## src/rtl/keypad_entry_sequencer.sv

```systemverilog
// ============================================================================
//  Module   : keypad_entry_sequencer
//  Purpose  : Turns held keypad strobes into single actions and sequences the
//             BCD entry buffer, target register and run/pause up/down counter.
//  Revision : 1.0 - initial release
// ============================================================================
`default_nettype none

module keypad_entry_sequencer #(
  parameter int TICK_DIV = 50000000,
  parameter int TICK_W   = 26
) (
  input  logic        ck,
  input  logic        rst,
  input  logic [3:0]  key,
  input  logic        ce,
  input  logic        enter,
  input  logic        bs,
  input  logic        ss,
  input  logic        load,
  input  logic        updw,
  input  logic        clr,
  output logic [15:0] buf_val,
  output logic [2:0]  ndig,
  output logic [15:0] cnt_val,
  output logic        dir,
  output logic        running,
  output logic        done,
  output logic [1:0]  mode
);

  typedef enum logic [2:0] {
    ST_ENTRY = 3'd0,
    ST_ARMED = 3'd1,
    ST_PAUSE = 3'd2,
    ST_RUN   = 3'd3,
    ST_DONE  = 3'd4
  } state_t;

  state_t             r_state, w_state_n;
  logic [15:0]        r_buf, w_buf_n;
  logic [2:0]         r_ndig, w_ndig_n;
  logic [15:0]        r_cnt, w_cnt_n;
  logic [15:0]        r_target, w_target_n;
  logic               r_dir, w_dir_n;
  logic [TICK_W-1:0]  r_pre, w_pre_n;
  logic [6:0]         r_prev;
  logic [6:0]         w_strb;
  logic [6:0]         w_rise;
  logic               w_tick;
  logic [15:0]        w_cnt_step;
  logic               w_step_term;
  logic               w_at_term;

  function automatic logic [15:0] bcd_inc(input logic [15:0] v);
    logic [15:0] r;
    logic        c;
    r = v;
    c = 1'b1;
    for (int i = 0; i < 4; i++) begin
      if (c) begin
        if (v[i*4 +: 4] == 4'd9) begin
          r[i*4 +: 4] = 4'd0;
        end else begin
          r[i*4 +: 4] = v[i*4 +: 4] + 4'd1;
          c = 1'b0;
        end
      end
    end
    return r;
  endfunction

  function automatic logic [15:0] bcd_dec(input logic [15:0] v);
    logic [15:0] r;
    logic        b;
    r = v;
    b = 1'b1;
    for (int i = 0; i < 4; i++) begin
      if (b) begin
        if (v[i*4 +: 4] == 4'd0) begin
          r[i*4 +: 4] = 4'd9;
        end else begin
          r[i*4 +: 4] = v[i*4 +: 4] - 4'd1;
          b = 1'b0;
        end
      end
    end
    return r;
  endfunction

  // Bit order encodes priority: clr, bs, ce, enter, load, ss, updw.
  assign w_strb = {clr, bs, ce, enter, load, ss, updw};
  assign w_rise = w_strb & ~r_prev;

  assign w_tick      = (r_state == ST_RUN) && (r_pre == TICK_W'(TICK_DIV - 1));
  assign w_cnt_step  = r_dir ? bcd_inc(r_cnt) : bcd_dec(r_cnt);
  assign w_step_term = r_dir ? (w_cnt_step == 16'h9999) : (w_cnt_step == 16'h0000);
  assign w_at_term   = r_dir ? (r_cnt == 16'h9999) : (r_cnt == 16'h0000);

  always_ff @(posedge ck or posedge rst) begin
    if (rst) begin
      r_state <= ST_ENTRY;
    end else begin
      r_state <= w_state_n;
    end
  end

  always_comb begin
    w_state_n  = r_state;
    w_buf_n    = r_buf;
    w_ndig_n   = r_ndig;
    w_cnt_n    = r_cnt;
    w_target_n = r_target;
    w_dir_n    = r_dir;
    w_pre_n    = r_pre;
    if (r_state == ST_RUN) begin
      w_pre_n = w_tick ? '0 : r_pre + TICK_W'(1);
    end

    // Any strobe event preempts a coincident tick.
    if (w_rise[6]) begin
      w_state_n  = ST_ENTRY;
      w_buf_n    = '0;
      w_ndig_n   = '0;
      w_cnt_n    = '0;
      w_target_n = '0;
      w_dir_n    = 1'b1;
      w_pre_n    = '0;
    end else if (w_rise[5]) begin
      if ((r_state == ST_ENTRY || r_state == ST_ARMED) && r_ndig != 3'd0) begin
        w_buf_n   = {4'h0, r_buf[15:4]};
        w_ndig_n  = r_ndig - 3'd1;
        w_state_n = ST_ENTRY;
      end
    end else if (w_rise[4]) begin
      if ((r_state == ST_ENTRY || r_state == ST_ARMED) && key <= 4'd9 && r_ndig < 3'd4) begin
        w_buf_n   = {r_buf[11:0], key};
        w_ndig_n  = r_ndig + 3'd1;
        w_state_n = ST_ENTRY;
      end
    end else if (w_rise[3]) begin
      if (r_state == ST_ENTRY && r_ndig != 3'd0) begin
        w_target_n = r_buf;
        w_state_n  = ST_ARMED;
      end
    end else if (w_rise[2]) begin
      if (r_state == ST_ARMED || r_state == ST_PAUSE || r_state == ST_DONE) begin
        w_cnt_n   = r_target;
        w_buf_n   = '0;
        w_ndig_n  = '0;
        w_state_n = ST_PAUSE;
      end
    end else if (w_rise[1]) begin
      case (r_state)
        ST_PAUSE: begin
          w_pre_n   = '0;
          w_state_n = w_at_term ? ST_DONE : ST_RUN;
        end
        ST_RUN: begin
          w_pre_n   = r_pre;
          w_state_n = ST_PAUSE;
        end
        ST_DONE:  w_state_n = ST_PAUSE;
        default:  w_state_n = r_state;
      endcase
    end else if (w_rise[0]) begin
      w_dir_n = ~r_dir;
    end else if (w_tick) begin
      w_cnt_n = w_cnt_step;
      if (w_step_term) begin
        w_state_n = ST_DONE;
      end
    end
  end

  // Edge-detect flops keep sampling through clr so a held clr acts only once.
  always_ff @(posedge ck or posedge rst) begin
    if (rst) begin
      r_buf    <= '0;
      r_ndig   <= '0;
      r_cnt    <= '0;
      r_target <= '0;
      r_dir    <= 1'b1;
      r_pre    <= '0;
      r_prev   <= '0;
    end else begin
      r_buf    <= w_buf_n;
      r_ndig   <= w_ndig_n;
      r_cnt    <= w_cnt_n;
      r_target <= w_target_n;
      r_dir    <= w_dir_n;
      r_pre    <= w_pre_n;
      r_prev   <= w_strb;
    end
  end

  assign buf_val = r_buf;
  assign ndig    = r_ndig;
  assign cnt_val = r_cnt;
  assign dir     = r_dir;
  assign running = (r_state == ST_RUN);
  assign done    = (r_state == ST_DONE);
  assign mode    = (r_state == ST_ENTRY) ? 2'b00 :
                   (r_state == ST_ARMED) ? 2'b01 : 2'b10;

endmodule

`default_nettype wire

```

## config.mk

```make
export PLATFORM = sky130hd
export DESIGN_NAME = keypad_entry_sequencer
export DESIGN_NICKNAME = d
export VERILOG_FILES = /design/src/rtl/keypad_entry_sequencer.sv
export SDC_FILE = /design/constraint.sdc
export NUM_CORES = 1
export LEC_CHECK = 0
export ABC_AREA = 1
export CAP_MARGIN = 20
export CORE_MARGIN = 2
export CORE_UTILIZATION = 63
export DETAILED_ROUTE_END_ITERATION = 10
export PLACE_DENSITY = 0.95
export SYNTH_ARGS = -nofsm -noshare
export SYNTH_HDL_FRONTEND = slang
export SYNTH_SLANG_ARGS = --single-unit
export TNS_END_PERCENT = 5
```

## constraint.sdc

```tcl
create_clock -name ck -period 8.3 [get_ports ck]
set_input_delay 1.66 -clock ck [delete_from_list [all_inputs] [get_ports ck]]
set_output_delay 1.66 -clock ck [all_outputs]
set_load 0.005 [all_outputs]
```

==> flow_metrics.py <==
metrics = {
    "worst_setup_path": {
        "cpMaxStageDelayCell": "nor2_1",
        "max_stage_delay_ns": 0.66,
        "crit_family": "simple AND/OR/NAND/NOR gates",
        "cp_common_cell": "nand2_1",
        "cp-end-kind": "register",
        "crit_required_ns": 8.52,
        "crit_fanout": 16,
        "critical_path_arrival_ns": 4.37,
        "worstSetupPathType": "in2reg",
        "critPathBufInv": 4,
        "start_kind": "input pin",
        "crit_chain": "clkdlybuf4s50_1 > inv_1 > nor2_4 > inv_2 > nand2_2 > nor2_4 > nand2_1 > nor2_1 > inv_2 > nand3_1 > nor3_2 > nand2_1 > nand2_1 > nor3b_1",
    },
    "power_and_ir_drop": {
        "p_int_w": 0.000920,
        "pwr-share-comb": 0.456,
        "power_frac_clock": 0.189,
        "power_leakage_nw": 2.86,
        "seqPwrFrac": 0.355,
        "swShare": 0.440,
        "vdd_drop_max_mv": 0.153,
        "cellPowerDensity_mw_per_mm2": 260,
        "p_sw_w": 0.000724,
    },
    "synth": {
        "ys_warn_count": 0,
        "ys_ff_latch": 88,
        "synth_cell_types": 45,
        "avgSynthCellArea_um2": 7.11,
        "syn_nets": 800,
        "yosysSeqAreaShare": 0.398,
        "netlist_area_mm2": 0.00554,
        "synth_cells": 779,
        "synth_edf_count": 0,
        "async_flop_share": 1.00,
        "ys.flop_type": "dfrtp_1",
    },
    "detailed_routing": {
        "drt_wl_total_mm": 14.4,
        "drc_errors": 0,
        "vias": 5623,
        "vias_per_cell": 5.99,
        "drt-wirelength-per-cell_um": 15.3,
        "detail-route-antenna-nets": 0,
        "first_iter_violations": 591,
        "drtPass1Iterations": 7,
    },
    "timing": {
        "clock_skew_ns": 0.0114,
        "clock.fmax_mhz": 241,
        "slew_headroom": 0.359,
        "period_minus_slack_ns": 4.15,
        "hold_violations": 0,
        "whs_ns": 0.498,
        "fin_tns_setup_ns": 0,
        "layout_worst_path_cycle_share": 0.500,
        "grt_setup_unrepaired": "no",
        "finalSetupViolCount": 0,
        "finalMaxSlewViolations": 0,
        "worstMarginPinSlew_ns": 0.956,
    },
    "flow_run": {
        "max-cap-violations": 0,
    },
    "finish": {
        "area_growth_pct": 14.0,
        "register_area_mm2": 0.00220,
        "fillerInstances": 634,
        "num_antenna_cells": 0,
        "nets": 846,
        "layout_commonest_cell": "nand2_1",
        "final_cell_mix": "nand2_1 (186), inv_1 (111), dfrtp_1 (87)",
        "drive_above_1_share": 0.0675,
        "multi_input_area_mm2": 0.00278,
    },
    "place": {
        "dp_hpwl_mm": 10.4,
        "port_buffers": 52,
        "place_congestion": 0.975,
    },
    "hold_path": {
        "hold_class": "reg2reg",
    },
    "global_routing": {
        "grt_max_degree": 77,
        "gr-total-overflow": 0,
        "grt_pass1_wl_mm": 24.4,
        "grt_pass1_vias": 5248,
        "grt_usage": 0.308,
        "antenna_found_initial": 0,
    },
    "die": {
        "rows": 34,
        "fp.dieArea_mm2": 0.00956,
        "ios": 53,
        "fp.dieH_um": 97.8,
        "core_mm2": 0.00864,
        "die_w_um": 97.8,
        "initial_core_util": 0.642,
    },
    "cts": {
        "cts_resized": 0,
        "htree_levels": 3,
        "numCtsBuffers": 9,
        "insertion_delay_ns": 0.37,
        "root_buffer": "clkbuf_8",
        "postCtsHoldBufs": 0,
        "ctsLongestPathBuffers": 2,
        "clk_pin_slew_ns": 0.10,
        "postCtsSetupRepairBufs": 0,
        "cts_sinks": 88,
        "cts_tree": "done",
    },
    "status": {
        "status": "finished clean",
    },
}
final timing paths:
kind | end | cells after the start | slack [ns] | startpoint
setup / recovery | r_pre[25] | 14 | 4.15 | clr
hold / removal | r_target[6] | 2 | 0.50 | r_target[6]
setup reg to reg | cnt_val[10] | 11 | 5.46 | r_state[2]
hold reg to reg | r_target[6] | 2 | 0.50 | r_target[6]
max in group asynchronous | buf_val[10] | 3 | 5.58 | rst
min in group asynchronous | r_pre[17] | 2 | 1.52 | rst
flip-flops by register name (all words and copies together) (netlist names):
register	cells
dir	1
r_target	16
r_pre	26
buf_val	16
cnt_val	16
r_state	3
r_prev	7
ndig	3
per-layer routing:
metal  routed length (µm)  vias up  track usage
li1                     -     2650            -
met1                 6100     2597        0.436
met2                 6610      325        0.477
met3                 1250       51       0.0537
met4                  424        0        0.120
met5                    0        -            0
worst reg2reg max path: cells and delay by family, from the launching register on:
kind / cells / cell delay [ns]
buffers and inverters: 4 / 1.03
DFF: 1 / 0.43
and+or+nand+nor: 4 / 0.83
AOI/OAI and AO/OA: 3 / 0.47
final cells by class:
| type | count | share of cell area |
|---|---|---|
| clock buffer | 9 | 0.0196 |
| inverter | 119 | 0.0713 |
| timing repair buffer | 54 | 0.0860 |
| multi-input combinational | 553 | 0.440 |
| sequential | 88 | 0.349 |
| clock inverter | 7 | 0.0123 |
| tap | 108 | 0.0214 |
cells by family after synthesis:
| family | count (synthesis) | synth area share |
|---|---|---|
| AND/OR/NAND/NOR | 390 | 0.323 |
| AO/OA/AOI/OAI | 146 | 0.147 |
| buffers and inverters | 138 | 0.100 |
| flip-flops | 88 | 0.398 |
| XOR/XNOR | 9 | 0.0142 |
| adder cells (fa/ha/maj) | 8 | 0.0181 |
power by group through the flow:
stage / Clock (W) / Combinational, W / Sequential [W]
2_1_floorplan: 0 / 0.000502 / 0.000566
3_3_place_gp: 0 / 0.000692 / 0.000583
3_5_place_dp: 0 / 0.000719 / 0.000588
4_1_cts: 0.000310 / 0.000728 / 0.000579
5_1_grt: 0.000330 / 0.000837 / 0.000595
6_report: 0.000310 / 0.000749 / 0.000584
cell usage after synthesis (2+ instances only):
| cell type | number | area share |
|---|---|---|
| nand2_1 | 186 | 0.13 |
| inv_1 | 112 | 0.076 |
| dfrtp_1 | 87 | 0.39 |
| o21ai_0 | 76 | 0.069 |
| nand3_1 | 67 | 0.061 |
| nor2_1 | 65 | 0.044 |
| nor3_1 | 27 | 0.024 |
| a21oi_1 | 25 | 0.023 |
| o22ai_1 | 18 | 0.020 |
| nand4_1 | 9 | 0.010 |
| xor2_1 | 9 | 0.014 |
| clkbuf_1 | 8 | 0.0054 |
| ha_1 | 8 | 0.018 |
| nor2_2 | 8 | 0.0090 |
| a22oi_1 | 5 | 0.0068 |
| buf_2 | 5 | 0.0045 |
| a31oi_1 | 4 | 0.0045 |
| buf_4 | 4 | 0.0054 |
| inv_2 | 4 | 0.0027 |
| nand2_2 | 4 | 0.0045 |
| nor2_4 | 4 | 0.0081 |
| o21ai_1 | 4 | 0.0036 |
| nor3_2 | 3 | 0.0054 |
| nor3b_1 | 3 | 0.0041 |
| o31ai_1 | 3 | 0.0041 |
| a21oi_2 | 2 | 0.0032 |
| buf_6 | 2 | 0.0041 |
| clkinv_1 | 2 | 0.0014 |
| nand3_2 | 2 | 0.0036 |
| nand3_4 | 2 | 0.0063 |
| nand3b_1 | 2 | 0.0027 |
| nor3b_2 | 2 | 0.0045 |
| nor4_1 | 2 | 0.0023 |
| o211ai_1 | 2 | 0.0027 |
| o21a_1 | 2 | 0.0027 |
| or2_2 | 2 | 0.0023 |
per-stage QoR:
step                      std cells  instance area, µm²  setup WS (ns)  total power, W  utilization
after floorplan                 779                5540           4.36         0.00107            -
after global placement          921                6100           3.95         0.00128        0.706
after detailed placement        921                6100           3.79         0.00131        0.706
after CTS                       937                6300           4.16         0.00162        0.729
after global routing            938                6310           3.87         0.00176        0.731
final                           938                6310           4.15         0.00164        0.731
Power figures use the tool's default switching activity.
